## src/rtl/payload_engine_pkg.sv

```systemverilog
// payload_engine_pkg: scheduler state type and shared sizing helpers.
package payload_engine_pkg;
    typedef enum logic [2:0] {IDLE, ARM, STREAM, FLUSH, REPORT} sched_state_t;
    localparam int PIPE_LAT_DEFAULT = 2;
    function automatic int id_w(input int n);
        return $clog2(n);
    endfunction
endpackage

```

## src/rtl/payload_match_prienc.sv

```systemverilog
// payload_match_prienc: lowest-set-bit encoder with any/exactly-one flags.
module payload_match_prienc #(
    parameter int N = 64,
    parameter int ID_W = 6
) (
    input  logic [N-1:0]    v,
    output logic [ID_W-1:0] id,
    output logic            any,
    output logic            single
);
    always_comb begin
        id = '0;
        for (int i = N - 1; i >= 0; i--) id = v[i] ? ID_W'(i) : id;
    end
    assign any = |v;
    assign single = any && ((v & (v - N'(1))) == '0);
endmodule

```

## src/rtl/payload_match_scheduler.sv

```systemverilog
// payload_match_scheduler: per-packet engine sequencer and lowest-first match-ID reporter.
// Define PAYLOAD_MATCH_COUNT_EN to add the m_count and pkt_cnt outputs.
module payload_match_scheduler
    import payload_engine_pkg::*;
#(
    parameter int NUM_ENGINES = 64,
    parameter int ID_W = id_w(NUM_ENGINES),
    parameter int PIPE_LAT = PIPE_LAT_DEFAULT
) (
    input  logic                   clk,
    input  logic                   rst,
    input  logic                   s_valid,
    output logic                   s_ready,
    input  logic                   s_sop,
    input  logic                   s_eop,
    output logic                   eng_sod,
    output logic                   eng_en,
    output logic                   eng_flush,
    input  logic [NUM_ENGINES-1:0] eng_match,
    output logic                   m_valid,
    input  logic                   m_ready,
    output logic [ID_W-1:0]        m_id,
    output logic                   m_none,
    output logic                   m_last
`ifdef PAYLOAD_MATCH_COUNT_EN
    ,
    output logic [ID_W:0]          m_count,
    output logic [31:0]            pkt_cnt
`endif
);
    localparam int CW = $clog2(PIPE_LAT + 1);

    sched_state_t           state;
    logic [NUM_ENGINES-1:0] pending;
    logic [CW-1:0]          cnt;
    logic [ID_W-1:0]        low_id;
    logic                   any;
    logic                   single;
    logic                   snap;

    payload_match_prienc #(.N(NUM_ENGINES), .ID_W(ID_W)) u_prienc (
        .v(pending),
        .id(low_id),
        .any(any),
        .single(single)
    );

    // Stray beats outside a packet are consumed in IDLE so the stream cannot stall.
    assign s_ready = !rst && (state == STREAM || (state == IDLE && s_valid && !s_sop));
    assign eng_sod = rst || state == ARM;
    assign eng_en = !rst && (state == FLUSH || (state == STREAM && s_valid));
    assign eng_flush = !rst && state == FLUSH;
    assign m_valid = !rst && state == REPORT;
    assign m_id = m_valid ? low_id : '0;
    assign m_none = m_valid && !any;
    assign m_last = m_valid && (single || !any);
    assign snap = state == FLUSH && cnt == CW'(PIPE_LAT - 1);

    always_ff @(posedge clk) begin
        if (rst) begin
            state <= IDLE;
            cnt <= '0;
            pending <= '0;
        end else begin
            case (state)
                IDLE: state <= (s_valid && s_sop) ? ARM : IDLE;
                ARM: state <= STREAM;
                STREAM: if (s_valid && s_eop) begin
                    state <= FLUSH;
                    cnt <= '0;
                end
                FLUSH: if (snap) begin
                    state <= REPORT;
                    pending <= eng_match;
                end else begin
                    cnt <= cnt + CW'(1);
                end
                REPORT: if (m_ready) begin
                    pending <= pending & ~(NUM_ENGINES'(1) << low_id);
                    state <= m_last ? IDLE : REPORT;
                end
                default: state <= IDLE;
            endcase
        end
    end

`ifdef PAYLOAD_MATCH_COUNT_EN
    localparam int NW = ID_W + 1;
    logic [ID_W:0] snap_cnt;
    assign m_count = m_valid ? snap_cnt : '0;
    always_ff @(posedge clk) begin
        if (rst) begin
            snap_cnt <= '0;
            pkt_cnt <= '0;
        end else begin
            if (snap) snap_cnt <= NW'($countones(eng_match));
            if (m_valid && m_ready && m_last && any) pkt_cnt <= pkt_cnt + 32'd1;
        end
    end
`endif
endmodule

```

## config.mk

```make
export PLATFORM = sky130hd
export DESIGN_NAME = payload_match_scheduler
export DESIGN_NICKNAME = d
export VERILOG_FILES = /design/src/rtl/payload_engine_pkg.sv /design/src/rtl/payload_match_prienc.sv /design/src/rtl/payload_match_scheduler.sv
export SDC_FILE = /design/constraint.sdc
export NUM_CORES = 1
export LEC_CHECK = 0
export CORE_ASPECT_RATIO = 1.75
export CORE_UTILIZATION = 50
export DETAILED_ROUTE_END_ITERATION = 10
export PLACE_DENSITY = 0.75
export SLEW_MARGIN = 20
export SYNTH_ARGS = -nofsm -noshare
export SYNTH_HDL_FRONTEND = slang
export SYNTH_SLANG_ARGS = --single-unit
export TNS_END_PERCENT = 20
```

## constraint.sdc

```tcl
create_clock -name clk -period 5.75 [get_ports clk]
set_input_delay 1.725 -clock clk [delete_from_list [all_inputs] [get_ports clk]]
set_output_delay 1.725 -clock clk [all_outputs]
set_load 0.1 [all_outputs]
```

# Yosys cells after proc, flatten, opt, wreduce, memory -nomap -nowiden

Index checks and enable logic that the tools add are counted.

Reduce and logical (&&, ||, !) cells: 28
Equal/unequal tests: 9
Shifts and indexed selects: 1
Multiplexer cells: 77
Bitwise operators: 3
Add/sub/neg operators: 2

Operators by type and width:

| cell                    | number |
|---|---|
| $mux W6                 | 65 |
| $and A64 B64 Y64        | 2 |
| $mux W64                | 2 |
| $pmux W64 S2            | 1 |
| $logic_not A64 Y1       | 1 |
| $not A64 Y64            | 1 |
| $reduce_or A64 Y1       | 1 |
| $shl A1 B6 Y64 const A  | 1 |
| $sub A64 B1 Y64 const B | 1 |
| $pmux W3 S5             | 1 |
| $logic_and A1 B1 Y1     | 13 |
| $mux W3                 | 4 |
| $reduce_and A3 Y1       | 3 |
| $eq A3 B2 Y1 const B    | 2 |
| $ne A2 B2 Y1 const B    | 3 |
| $logic_or A1 B1 Y1      | 4 |
| $mux W2                 | 2 |
| $pmux W2 S2             | 1 |
| $reduce_bool A2 Y1      | 2 |
| $eq A3 B1 Y1 const B    | 1 |
| $eq A3 B3 Y1 const B    | 1 |
| $logic_not A1 Y1        | 3 |
| $logic_not A3 Y1        | 1 |
| $add A2 B1 Y2 const B   | 1 |
| 3 further kinds         | 3 |

Output and inout port bits: 13
Input bits: 70
Register bits: 69
Word-level logic and storage cells: 123

# Longest topological paths before layout

Gate-level depths: netlist of the first run.

Depth in word-level cells: 69
Depth in mapped cells: 11
Depth with buffers taken out: 10

# Cells and area by module

From an unflattened synthesis of the first run, not the netlist that was laid out.

Cells, all modules: 556
Area, all modules: 4797.1 um^2

Modules (own cells, without submodules):

| module                  | cells an instance | area an instance (um^2) | instances |
|---|---|---|---|
| payload_match_scheduler | 309               | 3241.9                  | 1 |
| payload_match_prienc    | 247               | 1555.2                  | 1 |

# Worst setup path after synthesis of the first run

No wires, ideal clock.

Path type: input -> output
Start: input rst
End: output m_none
Cell stages on the path: 4
Arrival: 5000 ps
Path slack: -975 ps
Buffers on the path: 1
Cells stage by stage: clkbuf_1 -> inv_1 -> nand2_1 -> nor4_1

Cells in the longest elaborated chain, start to end: 3

Ends and longest elaborated chain:

| what                | RTL line                      | RTL |
|---|---|---|
| start, declared     | payload_match_scheduler.sv:11 | `input logic rst,` |
| $logic_not A1 Y1    | payload_match_scheduler.sv:53 | `assign m_valid = !rst && state == REPORT;` |
| $logic_and A1 B1 Y1 | payload_match_scheduler.sv:53 |  |
| $logic_and A1 B1 Y1 | payload_match_scheduler.sv:55 | `assign m_none = m_valid && !any;` |
| end, declared       | payload_match_scheduler.sv:23 | `output logic m_none,` |

No other way between the ends.

# Worst setup path after layout of the first run

Start: register pending[3]
End: output m_last

Cells in the longest elaborated chain, start to end: 6

Ends and longest elaborated chain:

| what                    | RTL line                      | RTL |
|---|---|---|
| start, declared         | payload_match_scheduler.sv:34 | `logic [NUM_ENGINES-1:0] pending;` |
| start signal, assigned  | payload_match_scheduler.sv:74 | `pending <= eng_match;` |
| start signal, assigned  | payload_match_scheduler.sv:79 | `pending <= pending & ~(NUM_ENGINES'(1) << low_id);` |
| $sub A64 B1 Y64         | payload_match_prienc.sv:16    | `assign single = any && ((v & (v - N'(1))) == '0);` |
| $and A64 B64 Y64        | payload_match_prienc.sv:16    |  |
| $logic_not A64 Y1       | payload_match_prienc.sv:16    |  |
| $logic_and A1 B1 Y1     | payload_match_prienc.sv:16    |  |
| $logic_or A1 B1 Y1 (*)  | payload_match_scheduler.sv:56 | `assign m_last = m_valid && (single \|\| !any);` |
| $logic_and A1 B1 Y1 (*) | payload_match_scheduler.sv:56 |  |
| end, declared           | payload_match_scheduler.sv:24 | `output logic m_last` |

Mark *: on every way between the ends. The rest lies on a longest branch, timed or not.

==> results of run 1 <==
==> path summary, 6_finish.rpt <==
path	startpoint	to	slack (ps)	cells past startpoint
hold reg to reg	cnt[1]	cnt[1]	520	2
hold / removal	cnt[1]	cnt[1]	520	2
setup reg to reg	pending[28]	pending[44]	1740	8
setup / recovery	pending[3]	m_last	470	8
==> synth_stat cells, types with 3 or more instances <==
cell / count
a2111oi_0: 7
a211o_1: 5
a211oi_1: 10
a21o_1: 6
a21oi_1: 43
a221oi_1: 12
a311oi_1: 28
a31o_2: 3
a31oi_1: 14
a32o_1: 4
and2_1: 3
and3_1: 13
buf_1: 4
buf_2: 15
clkbuf_1: 45
dfxtp_1: 69
inv_1: 30
mux2i_1: 25
nand2_1: 104
nand2b_1: 5
nand3_1: 15
nand4_1: 4
nor2_1: 64
nor2b_1: 4
nor3_1: 39
nor4_1: 17
nor4_2: 7
o2111ai_1: 8
o211ai_1: 3
o21ai_0: 41
o21bai_1: 3
o22ai_1: 4
o311ai_0: 5
o31ai_1: 9
o32ai_1: 4
o41ai_1: 6
or3_1: 4
or4_1: 6
==> through the flow <==
stage               setup WS (ps)  utilization, %  power (mW)
floorplan                    -914               -       0.518
global placement              638            60.7       0.575
detailed placement            581            60.7       0.577
CTS                           557            63.9        1.18
global route                  320            63.9        1.20
finish                        467            63.9        1.18
==> report_power, final <==
group          switching (mW)  internal, mW
Clock                   0.220         0.389
Combinational          0.0384        0.0486
Sequential            0.00147         0.479
==> logic make-up after synthesis <==
group | count (synthesis) | synth area share [%]
buf+inv | 95 | 7.32
flops | 69 | 26.7
fa+ha+maj | 3 | 0.628
compound gates | 228 | 31.1
mux | 25 | 4.83
simple gates | 299 | 29.4
==> final cells by class <==
type / instances / area [um^2] / share of cell area [%]
Clock buffer: 11 / 243 / 3.81
Clock inverter: 4 / 72.6 / 1.14
Inverter: 30 / 113 / 1.77
Multi-Input combinational cell: 555 / 3440 / 54.0
Sequential cell: 69 / 1380 / 21.7
Tap cell: 125 / 156 / 2.46
Timing Repair Buffer: 93 / 966 / 15.2
==> sequential cells by signal (all words and copies together), names as in the netlist <==
signal / flops
pending: 64
cnt: 2
state: 3
==> routing by layer <==
| metal | GRT usage (%) | vias up | share of wire [%] |
|---|---|---|---|
| met5 | 0 | - | 0 |
| met4 | 20.9 | 0 | 4.9 |
| met3 | 5.20 | 61 | 5.6 |
| met2 | 67.8 | 309 | 51 |
| met1 | 42.4 | 2956 | 38 |
| li1 | - | 2797 | - |
==> critical path: stages, from the launching register on <==
cell	delay, ps
dfxtp_1	430
nor4_4	630
nand4_4	410
o41ai_1	460
o2111ai_1	250
a2111oi_2	380
nand4_1	190
nor2_1	250
buf_12	210
==> cells in the final DEF (no fill, tap or decap), types with 25 or more instances in the layout <==
cell / synthesis / routed
a21oi_1: 43 / 43
nor3_1: 39 / 38
a311oi_1: 28 / 28
inv_1: 30 / 30
clkdlybuf4s50_1: 0 / 68
nand2_1: 104 / 104
nor2_1: 64 / 63
dfxtp_1: 69 / 69
mux2i_1: 25 / 25
o21ai_0: 41 / 41
==> results.tsv, run 1 <==
metric	value	unit
root_buffer	clkbuf_16	
postCtsSetupBuffers	0	
fmax	0.189	GHz
grt_max_degree	70	
numPortBuffers	82	
drive_gt1_share	8.66	%
coreArea	9970	um^2
clockBufferDepth	2	
clkTransAtPathRegs	60	ps
ys_seq_elements	69	
ys_types	61	
first_iter_violations	520	
min_period_over_period	91.9	%
synth_top_area_share	26.7	%
power_density	185	nW/um^2
insertedDiodeCount	0	
critPathCaptureType	output pin	
final_cells	887	
dp.cells	872	
async_reset_ff_share	0	%
clock_sinks	69	
required	4030	ps
htreeDepth	3	
syn_to_final_growth	23.0	%
final.min_clock_period	5280	ps
synth_top_area_cell	dfxtp_1	
critPathMaxFanout	18	
synth_fp_nets	790	
synth_edf_count	0	
ant_nets	0	
setup_viol	0	
viasPerCell	6.90	
grt_setup_unrepaired	false	
ys_warn_count	0	
route.detailed.drc	0	
cts_resized	0	
syn_area	5180	um^2
die_area	10800	um^2
place_congestion	0.953	
ys_seq_area_share	26.7	%
outcome	complete, no violations	
hpwl	14.5	mm
ctsHoldBuffers	0	
syn_avg_cell_area	7.20	um^2
dpl_cell_area	6050	um^2
max-slew-margin-rel	29.5	%
vdd_drop_max	0.135	mV
overflow	0	
cts_buffers	9	
die_height	137	um
drv_slew	0	
fin_area	6370	um^2
first_pass_iters	7	
cp.arrival	3560	ps
num_rows	48	
setup_tns	0	ps
netlist_instances	719	
groute.usage.overall	37.8	%
leakagePower	2.34	nW
cts_tree	built	
cp-start-kind	register	
synthFlopType	dfxtp_1	
criticalPathCategory	reg2out	
antenna_found_initial	0	
hold_ws	521	ps
nFillCells	893	
tightestPinTransition	1030	ps
wl_per_cell	22.9	um
initial_core_util	51.9	%
grt_pass1_vias	5798	
drt-total-wl	20.3	mm
io_pins	83	
hold_viol	0	
cap_violations	0	
final.setup_skew	6.32	ps
layout.nets	829	
ys_top_cells_by_area	dfxtp_1, nand2_1, mux2i_1	
hold_path.class	reg2reg	
insertion_delay	340	ps
vias	6123	
grt_pass1_wl	30.9	mm
die_w	78.9	um
Power figures use the tool's default switching activity.
==> run 2: changes to the inputs <==
Settings changed: CORE_UTILIZATION 50 to 35, MAX_ROUTING_LAYER set to met4, PLACE_DENSITY 0.75 to not set.
==> run 2 against run 1 <==
  * Combinational power grew 2%
  * Largest power group unchanged
  * Core utilization decreased by 19 points
  * Wire length grew 2.4%
==> results.tsv, run 2 (synthesized netlist as in run 1, its figures left out) <==
metric	value	unit
outcome	complete, no violations	
final.setup_skew	7.18	ps
drive_gt1_share	8.66	%
cap_violations	0	
overflow	0	
wl_per_cell	22.1	um
first_pass_iters	5	
critical-path-top-delay-family	simple AND/OR/NAND/NOR gates	
reg2reg_slack	1890	ps
cp_cell_sequence	buf_2, inv_1, nand2_1, inv_1, and3_1, nand4_1, nor4_1, nand4_1, nor2_1, buf_12	
setup_tns	0	ps
clockBufferDepth	2	
grt_max_degree	58	
hpwl	15.2	mm
syn_to_final_growth	24.8	%
cts_resized	0	
insertion_delay	340	ps
cp-start-kind	input port	
switching_power	0.260	mW
grt_pass1_vias	5916	
power_density	182	nW/um^2
reg2reg_to	pending[28]	
place_congestion	1.01	
p_sw_share	22.1	%
max_stage_delay	300	ps
clkTransAtPathRegs	60	ps
viasPerCell	6.32	
top_regs	pending: 64 flops, state: 3 flops, cnt: 2 flops	
top_register	pending	
setup_viol	0	
layout_commonest_cell	nand2_1	
hold_viol	0	
layout_common_cells	nand2_1, dfxtp_1, clkdlybuf4s50_1	
groute.usage.overall	28.7	%
min_period_over_period	92.7	%
clock_sinks	69	
ant_nets	0	
final.min_clock_period	5330	ps
antenna_found_initial	0	
cp_slowest_cell	nor4_1	
drt-total-wl	20.8	mm
worst-path-buf-inv	4	
crit_path_start	rst	
clkPwrFrac	51.7	%
hold_path_end	cnt[1]	
ctsHoldBuffers	0	
hold_ws	513	ps
coreArea	14400	um^2
seq_power_share	40.8	%
cts_tree	built	
min-delay-start	cnt[1]	
grt_setup_unrepaired	false	
cell_internal_pwr	0.917	mW
layout.nets	829	
htreeDepth	3	
die_height	163	um
max-slew-margin-rel	28.0	%
vdd_drop_max	0.153	mV
grt_pass1_wl	32.5	mm
io_pins	83	
postCtsSetupBuffers	0	
tightestPinTransition	1080	ps
first_iter_violations	350	
largest_reg_flops	64	
critPathMaxFanout	8	
die_area	15300	um^2
num_rows	58	
drv_slew	0	
die_w	93.9	um
route.detailed.drc	0	
cts_buffers	9	
numPortBuffers	82	
vias	5955	
hold_path.class	reg2reg	
insertedDiodeCount	0	
ff2ff_path_depth	7	
p_comb_share	7.5	%
cp.arrival	3610	ps
leakagePower	2.34	nW
holdPathStages	2	
fmax	0.188	GHz
initial_core_util	35.9	%
worst_r2r_startpoint	pending[28]	
root_buffer	clkbuf_16	
criticalPathCategory	in2out	
required	4030	ps
critPathCaptureType	output pin	
[run 2: cell counts in the layout (fill, tap and decap cells not counted)]
Identical to the previous run, type by type.
[run 2: area by class of cell]
cell class	instances	area [um^2]
inverters	30	113
fillers	1504	7980
clock buffers	11	243
well taps	180	225
multi-input cells	555	3450
repair buffers	93	978
clock inverters	4	72.6
flip-flops and latches	69	1380
[run 2: power groups by stage]
stage / Clock (mW) / Combinational, mW / Sequential (mW)
finish: 0.608 / 0.0885 / 0.480
global route: 0.635 / 0.0942 / 0.481
CTS: 0.616 / 0.0891 / 0.480
detailed placement: 0 / 0.0887 / 0.491
global placement: 0 / 0.0875 / 0.491
floorplan: 0 / 0.0278 / 0.491
[run 2: per-layer routing]
metal,part of all wire [%],GRT usage [%],vias to the layer above
met4,4.6,15.2,0
met1,38,31.5,2864
met5,0,-,-
met3,4.7,3.41,55
li1,-,-,2797
met2,53,49.9,239
[run 2: how the worst max path moves through the flow]
stage / endpoint / slack (ps) / cells past startpoint
floorplan: s_ready / -910 / 3
global placement: m_last / 510 / 10
detailed placement: m_last / 430 / 10
CTS: m_last / 440 / 10
global route: m_last / 260 / 8
finish: m_last / 420 / 10
[run 2: worst reg2reg max path: stages (launching register included)]
cell and delay (ps):
dfxtp_1 560, o21ai_0 170, a2111oi_1 700, o211ai_1 290, o31ai_1 540, a31oi_1 260
a211oi_4 930, a311oi_1 220
[run 2: stage by stage]
| step | instance area [um^2] | instances | util, % | worst slack [ps] | power [mW] |
|---|---|---|---|---|---|
| 2_1_floorplan | 5180 | 719 | - | -914 | 0.518 |
| 3_3_place_gp | 6150 | 927 | 42.6 | 512 | 0.578 |
| 3_5_place_dp | 6150 | 927 | 42.6 | 426 | 0.580 |
| 4_1_cts | 6460 | 942 | 44.7 | 444 | 1.19 |
| 5_1_grt | 6460 | 942 | 44.7 | 265 | 1.21 |
| 6_report | 6460 | 942 | 44.7 | 419 | 1.18 |
==> run 3: changes to the inputs <==
Settings changed: ABC_AREA set to 0, CORE_UTILIZATION 35 to 30.
==> run 3 against run 2 <==
  * Largest power group unchanged
  * Critical path depth is the same
  * Clock skew barely moved
  * First-iteration DRC count rose by 35%
  * Critical path type unchanged
  * Largest cell class unchanged
  * Design area rose by 0.56%
  * Core utilization fell by 6.4 points
  * Sequential share of layout area is 0.12 points lower
  * Setup slack worse by 100 ps
  * Fmax decreased by 1.9%
==> results.tsv, run 3 (synthesized netlist as in run 1, its figures left out) <==
metric	value	unit
criticalPathCategory	in2out	
hold_ws	499	ps
use_met2	42.7	%
hpwl	15.0	mm
cap_violations	0	
crit_path_start	rst	
crit_end	m_last	
drive_gt1_share	8.79	%
dpl_cell_area	6210	um^2
syn_to_final_growth	25.5	%
worst_r2r_startpoint	pending[28]	
hold_viol	0	
postCtsSetupBuffers	0	
first_pass_iters	5	
drt-total-wl	20.3	mm
ff2ff_path_depth	7	
critPathMaxFanout	8	
final_cells	989	
clockBufferDepth	2	
top_regs	pending: 64 flops, state: 3 flops, cnt: 2 flops	
place_congestion	0.984	
viasPerCell	5.94	
groute.usage.overall	24.0	%
layout_common_cells	nand2_1, dfxtp_1, clkdlybuf4s50_1	
die_height	176	um
grt_max_degree	59	
insertion_delay	340	ps
die_w	101	um
use_met3	2.59	%
grt.busiest_layer	met2	
critPathCaptureType	output pin	
num_rows	63	
dp.cells	973	
vdd_drop_max	0.150	mV
antenna_found_initial	0	
drv_slew	0	
power_density	171	nW/um^2
required	4030	ps
hold_path.class	reg2reg	
top_register	pending	
initial_core_util	30.6	%
route.detailed.drc	0	
clock_sinks	69	
ant_nets	0	
nFillCells	1786	
first_iter_violations	473	
vias	5873	
insertedDiodeCount	0	
numPortBuffers	82	
min_period_over_period	94.5	%
layout.nets	828	
die_area	17800	um^2
cp.arrival	3710	ps
htreeDepth	3	
io_pins	83	
grt_setup_unrepaired	false	
cts_buffers	9	
coreArea	16900	um^2
ctsHoldBuffers	0	
max-slew-margin-rel	29.9	%
clkTransAtPathRegs	60	ps
cp-start-kind	input port	
layout_commonest_cell	nand2_1	
grt_util_met1	24.3	%
setup_viol	0	
reg2reg_to	pending[32]	
cts_tree	built	
root_buffer	clkbuf_16	
tightestPinTransition	1050	ps
fmax	0.184	GHz
grt_pass1_vias	5777	
grt_pass1_wl	31.5	mm
outcome	complete, no violations	
final.min_clock_period	5430	ps
fin_area	6500	um^2
cts_resized	0	
leakagePower	2.32	nW
largest_reg_flops	64	
overflow	0	
wl_per_cell	20.5	um
reg2reg_slack	1860	ps
final.setup_skew	7.59	ps
[run 3: final cells by class]
type,count,area (um^2),share of cell area [%]
multi-input combinational,555,3450,53.1
tap,227,284,4.37
timing repair buffer,92,983,15.1
sequential,69,1380,21.3
clock inverter,5,35.0,0.539
inverter,30,113,1.73
clock buffer,11,253,3.89
[run 3: critical path, cell delays in order]
cell and delay, ps:
buf_2 100, inv_1 150, nand2_1 230, inv_1 190
and3_1 170, nand4_1 90, nor4_1 300, nand4_1 150
nor2_1 350, buf_12 230
[run 3: through the flow]
step                      setup TNS [ps]  util (%)  power (mW)  setup WS, ps
after floorplan                    -2900         -       0.518          -914
after global placement                 0      36.6       0.581           448
after detailed placement               0      36.6       0.581           368
after CTS                              0      38.3        1.12           366
after global routing                   0      38.3        1.14           158
final                                  0      38.3        1.11           317
[run 3: power by group]
| group | internal [mW] | switching (mW) | total (mW) |
|---|---|---|---|
| logic | 0.0504 | 0.0396 | 0.0900 |
| registers | 0.479 | 0.00147 | 0.480 |
| clock network | 0.315 | 0.223 | 0.538 |
[run 3: worst min path at each step]
stage	startpoint	to	slack, ps	depth (start not counted)
after floorplan	cnt[1]	cnt[1]	460	2
after global placement	cnt[1]	cnt[1]	480	2
after detailed placement	cnt[1]	cnt[1]	490	2
after CTS	cnt[1]	cnt[1]	510	2
after global routing	cnt[1]	cnt[1]	550	2
final	cnt[1]	cnt[1]	500	2
[run 3: routing by layer]
metal  share of wire, %  wire length (um)
met5                  0                 0
met3                4.5               906
met1                 36              7390
met4                6.6              1340
met2                 52             10600
